File: config.mk
export PLATFORM = sky130hd
export DESIGN_NAME = threshold_tuner_flat
export DESIGN_NICKNAME = d
export VERILOG_FILES = /design/src/rtl/threshold_pkg.sv /design/src/rtl/threshold_tuner_if.sv /design/src/rtl/mask_counter.sv /design/src/rtl/threshold_tuner.sv /design/src/flat_wrapper.sv
export SDC_FILE = /design/constraint.sdc
export NUM_CORES = 1
export LEC_CHECK = 0
export CORE_MARGIN = 1.5
export CORE_UTILIZATION = 39
export DETAILED_ROUTE_END_ITERATION = 16
export PLACE_DENSITY = 0.76
export SLEW_MARGIN = 10
export SYNTH_ARGS = -nofsm -noshare
export SYNTH_HDL_FRONTEND = slang
export SYNTH_SLANG_ARGS = --single-unit
File: constraint.sdc
create_clock -name clk -period 2.68 [get_ports clk]
set_input_delay 0.536 -clock clk [delete_from_list [all_inputs] [get_ports clk]]
set_output_delay 0.536 -clock clk [all_outputs]
set_load 0.03 [all_outputs]
File: src/rtl/threshold_pkg.sv
// rtl/threshold_pkg.sv - shared types and defaults for the threshold tuner
package threshold_pkg;

    localparam int DEF_COUNT_W = 17;
    localparam int DEF_STEP    = 4;

    typedef enum logic [1:0] {
        ST_IDLE   = 2'd0,
        ST_EVAL   = 2'd1,
        ST_UPDATE = 2'd2
    } tuner_state_t;

endpackage

File: src/rtl/threshold_tuner_if.sv
// rtl/threshold_tuner_if.sv - host bound-write handshake bundle
interface threshold_tuner_if;
    logic       manual_valid;
    logic       manual_ready;
    logic [7:0] manual_lower;
    logic [7:0] manual_upper;
    logic       cfg_err;

    modport master (
        output manual_valid, manual_lower, manual_upper,
        input  manual_ready, cfg_err
    );

    modport slave (
        input  manual_valid, manual_lower, manual_upper,
        output manual_ready, cfg_err
    );
endinterface

File: src/rtl/mask_counter.sv
// rtl/mask_counter.sv - saturating per-frame mask hit counter
module mask_counter
    import threshold_pkg::*;
#(
    parameter int COUNT_W = DEF_COUNT_W
) (
    input  logic               clk,
    input  logic               rst,
    input  logic               inc,
    input  logic               clear,
    output logic [COUNT_W-1:0] count
);

    always_ff @(posedge clk) begin
        if (rst) begin
            count <= '0;
        end else if (clear) begin
            count <= '0;
        end else if (inc && (count != '1)) begin
            count <= count + COUNT_W'(1);
        end
    end

endmodule

File: src/rtl/threshold_tuner.sv
// rtl/threshold_tuner.sv - per-frame automatic lower-bound tracking with host override
module threshold_tuner
    import threshold_pkg::*;
#(
    parameter int         COUNT_W    = DEF_COUNT_W,
    parameter int         STEP       = DEF_STEP,
    parameter logic [7:0] INIT_LOWER = 8'd127,
    parameter logic [7:0] INIT_UPPER = 8'd255
) (
    input  logic               clk,
    input  logic               rst,
    input  logic               mask,
    input  logic               mask_valid,
    input  logic               frame_done,
    input  logic               auto_en,
    input  logic [COUNT_W-1:0] target_min,
    input  logic [COUNT_W-1:0] target_max,
    threshold_tuner_if.slave   cfg,
    output logic [7:0]         lower_bound,
    output logic [7:0]         upper_bound,
    output logic [COUNT_W-1:0] hit_count,
    output logic               busy
);

    tuner_state_t       state;
    logic               pending;
    logic [7:0]         next_lower;
    logic [7:0]         eval_lower;
    logic [8:0]         raised;
    logic               inc;
    logic               hs;
    logic               bounds_ok;
    logic [COUNT_W-1:0] acc;
    logic [COUNT_W-1:0] acc_final;

    assign inc       = mask_valid & mask;
    assign hs        = cfg.manual_valid & cfg.manual_ready;
    assign bounds_ok = cfg.manual_lower < cfg.manual_upper;

    // The last pixel's hit must land in hit_count even though the counter clears on that edge.
    assign acc_final = (inc && (acc != '1)) ? acc + COUNT_W'(1) : acc;

    mask_counter #(.COUNT_W(COUNT_W)) u_mask_counter (
        .clk   (clk),
        .rst   (rst),
        .inc   (inc),
        .clear (frame_done),
        .count (acc)
    );

    always_comb begin
        eval_lower = lower_bound;
        raised     = {1'b0, lower_bound} + 9'(STEP);
        if (auto_en && (target_min <= target_max)) begin
            if (hit_count > target_max) begin
                eval_lower = (raised > ({1'b0, upper_bound} - 9'd1)) ? upper_bound - 8'd1
                                                                     : raised[7:0];
            end else if (hit_count < target_min) begin
                eval_lower = ({1'b0, lower_bound} < 9'(STEP)) ? 8'd0
                                                              : lower_bound - 8'(STEP);
            end
        end
    end

    always_ff @(posedge clk) begin
        if (rst) begin
            state            <= ST_IDLE;
            pending          <= 1'b0;
            hit_count        <= '0;
            lower_bound      <= INIT_LOWER;
            upper_bound      <= INIT_UPPER;
            next_lower       <= INIT_LOWER;
            busy             <= 1'b0;
            cfg.manual_ready <= 1'b0;
            cfg.cfg_err      <= 1'b0;
        end else begin
            cfg.cfg_err <= hs && !bounds_ok;
            if (hs && bounds_ok) begin
                lower_bound <= cfg.manual_lower;
                upper_bound <= cfg.manual_upper;
            end
            if (frame_done) begin
                hit_count <= acc_final;
            end

            case (state)
                ST_IDLE: begin
                    if (frame_done || pending) begin
                        state            <= ST_EVAL;
                        pending          <= 1'b0;
                        busy             <= 1'b1;
                        cfg.manual_ready <= 1'b0;
                    end else begin
                        busy             <= 1'b0;
                        cfg.manual_ready <= 1'b1;
                    end
                end
                ST_EVAL: begin
                    next_lower <= eval_lower;
                    state      <= ST_UPDATE;
                    if (frame_done) begin
                        pending <= 1'b1;
                    end
                end
                ST_UPDATE: begin
                    lower_bound      <= next_lower;
                    state            <= ST_IDLE;
                    busy             <= 1'b0;
                    cfg.manual_ready <= 1'b1;
                    if (frame_done) begin
                        pending <= 1'b1;
                    end
                end
                default: begin
                    state            <= ST_IDLE;
                    busy             <= 1'b0;
                    cfg.manual_ready <= 1'b1;
                end
            endcase
        end
    end

endmodule

File: src/flat_wrapper.sv
// flat-port wrapper written by rule: the top's interface ports become plain ports
module threshold_tuner_flat import threshold_pkg::*;
#(
    parameter int         COUNT_W    = DEF_COUNT_W,
    parameter int         STEP       = DEF_STEP,
    parameter logic [7:0] INIT_LOWER = 8'd127,
    parameter logic [7:0] INIT_UPPER = 8'd255
)
  (clk, rst, mask, mask_valid, frame_done, auto_en, target_min, target_max, lower_bound, upper_bound, hit_count, busy, cfg_manual_valid, cfg_manual_lower, cfg_manual_upper, cfg_manual_ready, cfg_cfg_err);
  threshold_tuner_if cfg_i ();
  input  logic clk;
  input  logic rst;
  input  logic mask;
  input  logic mask_valid;
  input  logic frame_done;
  input  logic auto_en;
  input  logic [COUNT_W-1:0] target_min;
  input  logic [COUNT_W-1:0] target_max;
  output logic [7:0] lower_bound;
  output logic [7:0] upper_bound;
  output logic [COUNT_W-1:0] hit_count;
  output logic busy;
  input wire logic [$bits(cfg_i.manual_valid)-1:0] cfg_manual_valid;
  input wire logic [$bits(cfg_i.manual_lower)-1:0] cfg_manual_lower;
  input wire logic [$bits(cfg_i.manual_upper)-1:0] cfg_manual_upper;
  output wire logic [$bits(cfg_i.manual_ready)-1:0] cfg_manual_ready;
  output wire logic [$bits(cfg_i.cfg_err)-1:0] cfg_cfg_err;
  assign cfg_i.manual_valid = cfg_manual_valid;
  assign cfg_i.manual_lower = cfg_manual_lower;
  assign cfg_i.manual_upper = cfg_manual_upper;
  assign cfg_manual_ready = cfg_i.manual_ready;
  assign cfg_cfg_err = cfg_i.cfg_err;
  threshold_tuner #(.COUNT_W(COUNT_W), .STEP(STEP), .INIT_LOWER(INIT_LOWER), .INIT_UPPER(INIT_UPPER)) u_core (.clk(clk), .rst(rst), .mask(mask), .mask_valid(mask_valid), .frame_done(frame_done), .auto_en(auto_en), .target_min(target_min), .target_max(target_max), .cfg(cfg_i), .lower_bound(lower_bound), .upper_bound(upper_bound), .hit_count(hit_count), .busy(busy));
endmodule
==> reports/metrics.csv <==
stage;metric;value;unit
worst_setup_path;worst_ep_required_time;2890;ps
floorplan;chipWidth;114;um
global_routing;grt_max_degree;48;
drt;route.final.wire_length;15600;um
clocking;h-tree-depth;3;
global_routing;grt_first_pass_wirelength;25000;um
finish;layout-drive-gt1-share;0.227;
finish;final_common_cell;buf_4;
finish;num_antenna_cells;0;
place;placer_s_final_routability_congestion_estimate;0.954;
global_routing;groute.usage.overall;0.241;
worst_setup_path;cp_most_frequent_cell;o21ai_2;
clocking;cts_sinks;64;
timing;final.setup_skew;6.69;ps
yosys;synthesis.yosys.warnings;0;
floorplan;core-area;12000;sq um
worst_setup_path;critical-path-slowest-cell;or4b_4;
power;netSwitchingFraction;0.333;
worst_setup_path;timing.critical_path.slowest_cell_delay;490;ps
power;p_comb_frac;0.369;
min_path;min_path_type;flop to flop;
finish;final_cell_mix;buf_4, clkdlybuf4s50_1, ha_1;
worst_setup_path;worst_setup_path_start_kind;flop;
yosys;synthArstFlopShare;0;
drt;route.antenna.remaining_nets;0;
run_status;failed_checks;negative setup slack;
timing;tns;-700;ps
place;port-buffer-count;92;
floorplan;start_util;0.399;
drt;avgRoutedWirePerCell;16.9;um
timing;minimum_period_implied_by_the_final_worst_setup_slack;2880;ps
power;p_per_area;536;nW/um^2
worst_setup_path;r2r_cells;12;
worst_setup_path;path_class;flop to flop;
clocking;clock_pin_slew_reported_for_the_worst_setup_and_hold_paths_after_clock_tree_synthesis;60;ps
min_path;hold_path_startpoint;u_core.next_lower[2];
power;portion_of_total_power_attributed_to_sequential_cells;0.291;
finish;fin_nets;902;
drt;vias;5023;
worst_setup_path;critical_path_peak_fanout;4;
yosys;predominant_post_synthesis_flop_cell;dfxtp_1;
timing;report.final.slew_viol_count;0;
floorplan;rows;40;
finish;area_growth_syn_to_layout;48.6;%
power;cell_internal_pwr;2.54;mW
drt;1st_iter_drt_viols;332;
timing;final_min_period_over_clock_period;1.07;
floorplan;dieArea;13000;sq um
drt;drt_pre_antenna_iters;5;
clocking;clock-root-buffer;clkbuf_16;
yosys;synth_seq_area_share;0.267;
yosys;synth-seq-cells;64;
drt;viasPerCell;5.45;
power;worst_supply_voltage_drop_on_vdd;0.000351;V
worst_setup_path;r2r-end;u_core.next_lower[4];
yosys;synth_area_per_cell;8.13;sq um
timing;setup_slack;-197;ps
place;placed_area;6540;sq um
timing;grt_setup_unrepaired;yes;
timing;holdWs;509;ps
power;net_switching;1.27;mW
clocking;cts_max_path_buffers;2;
run_status;outcome;complete, but fails checks;
timing;report.final.hold_viol_count;0;
worst_setup_path;reg2reg_setup_slack;-200;ps
worst_setup_path;end_kind;flop;
run;timing.max_cap.violations;0;
yosys;post_synth_num_cell_types;60;
power;total_power;3.82;mW
floorplan;io_pins;93;
global_routing;grt_antenna_before_repair;0;
timing;max_clock_freq;348;MHz
worst_setup_path;worstReg2RegStart;u_core.upper_bound[0];
global_routing;grt_overflow_total;0;
timing;worstMarginPinSlew;527;ps
min_path;worst_hold_path.num_cells;2;
power;static_power_due_to_leakage;3.17;nW
clocking;numCtsBuffers;9;
yosys;synth_fp_nets;722;
finish;design_area;7120;sq um
floorplan;die_height;114;um
min_path;holdPathEnd;u_core.next_lower[2];
drt;drt_drc_violations_left;0;
global_routing;via_count_of_the_first_global_routing_pass;5086;
worst_setup_path;path_cells;inv_2 > ha_4 > nand2_1 > xor2_2 > ha_1 > and3_1 > o21ai_2 > or4b_4 > nand2_2 > o21ai_2 > a221o_1 > a311o_1;
timing;setup_viol_count_final;7;
clocking;clock_tree_from_tritoncts;yes;
yosys;syn_inst;589;
yosys;synth-edff-count;0;
clocking;clock_latency;330;ps
power;clock_power_share;0.340;
place;dpl_hpwl;12200;um
worst_setup_path;crit_arrival;3090;ps
timing;timing.max_slew.rel_slack;0.649;
yosys;mappedNetlistArea;4790;sq um
[synthesized netlist by cell type (4+ instances only)]
master     n  area (sq um)
inv_1     58           218
and4_1     6          52.6
o211ai_1   4          30.0
clkbuf_1  13          48.8
nand3_1   27           135
xor2_1    13           114
ha_1      76           951
a21o_1    17           128
nand2_1   35           131
dfxtp_1   64          1280
o21a_1     4          30.0
o21ai_1    5          25.0
nand4_1   13          81.3
a211oi_1  22           165
nand2b_1  11          68.8
a21oi_1   30           150
nor3_1    13          65.1
o31ai_1    4          30.0
nor2_1    69           259
o21ai_0   21           105
xnor2_1   12           105
a211o_1    9          78.8
or2_2      4          25.0
[metal layers]
layer / routed length (um) / vias to the layer above / GRT usage
met4: 194 / 0 / 0.0658
met5: 0 / - / 0
met2: 7680 / 103 / 0.410
met3: 544 / 19 / 0.0239
met1: 7160 / 2414 / 0.325
li1: - / 2487 / -
[final cells by class]
class | count | area, sq um
Clock buffer | 9 | 225
Clock inverter | 7 | 104
Fill cell | 1045 | 4890
Inverter | 59 | 221
Multi-Input combinational cell | 448 | 3440
Sequential cell | 64 | 1310
Tap cell | 147 | 184
Timing Repair Buffer | 187 | 1640
[kinds of logic (layout without fill, tap and decap cells)]
family / count (synthesis) / count (layout) / share of synthesized area
compound gates: 151 / 151 / 0.227
xor+xnor: 25 / 25 / 0.0457
fa+ha+maj: 76 / 76 / 0.198
buf+inv: 77 / 262 / 0.0622
flops: 64 / 64 / 0.267
mux: 3 / 3 / 0.00627
simple gates: 193 / 193 / 0.193
[metrics by stage]
stage | setup slack, ps | util | cells
2_1_floorplan | -141 | - | 589
3_3_place_gp | -448 | 0.544 | 899
3_5_place_dp | -495 | 0.544 | 899
4_1_cts | -175 | 0.587 | 919
5_1_grt | -322 | 0.593 | 921
6_report | -197 | 0.593 | 921
[power groups by stage]
stage	combinational (mW)	clock (mW)	sequential [mW]
floorplan	0.610	0	1.20
global placement	1.22	0	1.12
detailed placement	1.25	0	1.12
CTS	1.39	1.31	1.11
global route	1.53	1.36	1.12
finish	1.41	1.30	1.11
[worst max path at each step]
stage,startpoint,end,depth (start not counted)
after floorplan,u_core.upper_bound[5],u_core.next_lower[4],11
after global placement,target_min[10],u_core.next_lower[6],11
after detailed placement,target_max[6],u_core.next_lower[4],9
after CTS,u_core.upper_bound[5],u_core.next_lower[4],12
after global routing,u_core.upper_bound[0],u_core.next_lower[4],12
final,u_core.upper_bound[0],u_core.next_lower[4],12
[timing repair]
action | CTS | global route
hold buffers | 0 | 0
gates resized for setup | 36 | 14
setup endpoints to repair | 10 | 21
pin swaps | 16 | 12
buffers inserted | 5 | 2
[registers in the layout, indices dropped and copies added (netlist names)]
register	cells
u_core.cfg.cfg_err	1
u_core.u_mask_counter.count	17
u_core.state	2
u_core.cfg.manual_ready	1
u_core.pending	1
u_core.lower_bound	8
u_core.busy	1
u_core.hit_count	17
u_core.next_lower	8
u_core.upper_bound	8
[critical path, delay by kind of cell, from the launching register on]
kind,cells,cell delay [ps]
AND/OR/NAND/NOR,4,890
AO/OA/AOI/OAI,4,750
adder cells (fa/ha/maj),2,470
flip-flops,1,360
XOR/XNOR,1,190
buffers and inverters,1,80
Power figures use the tool's default switching activity.
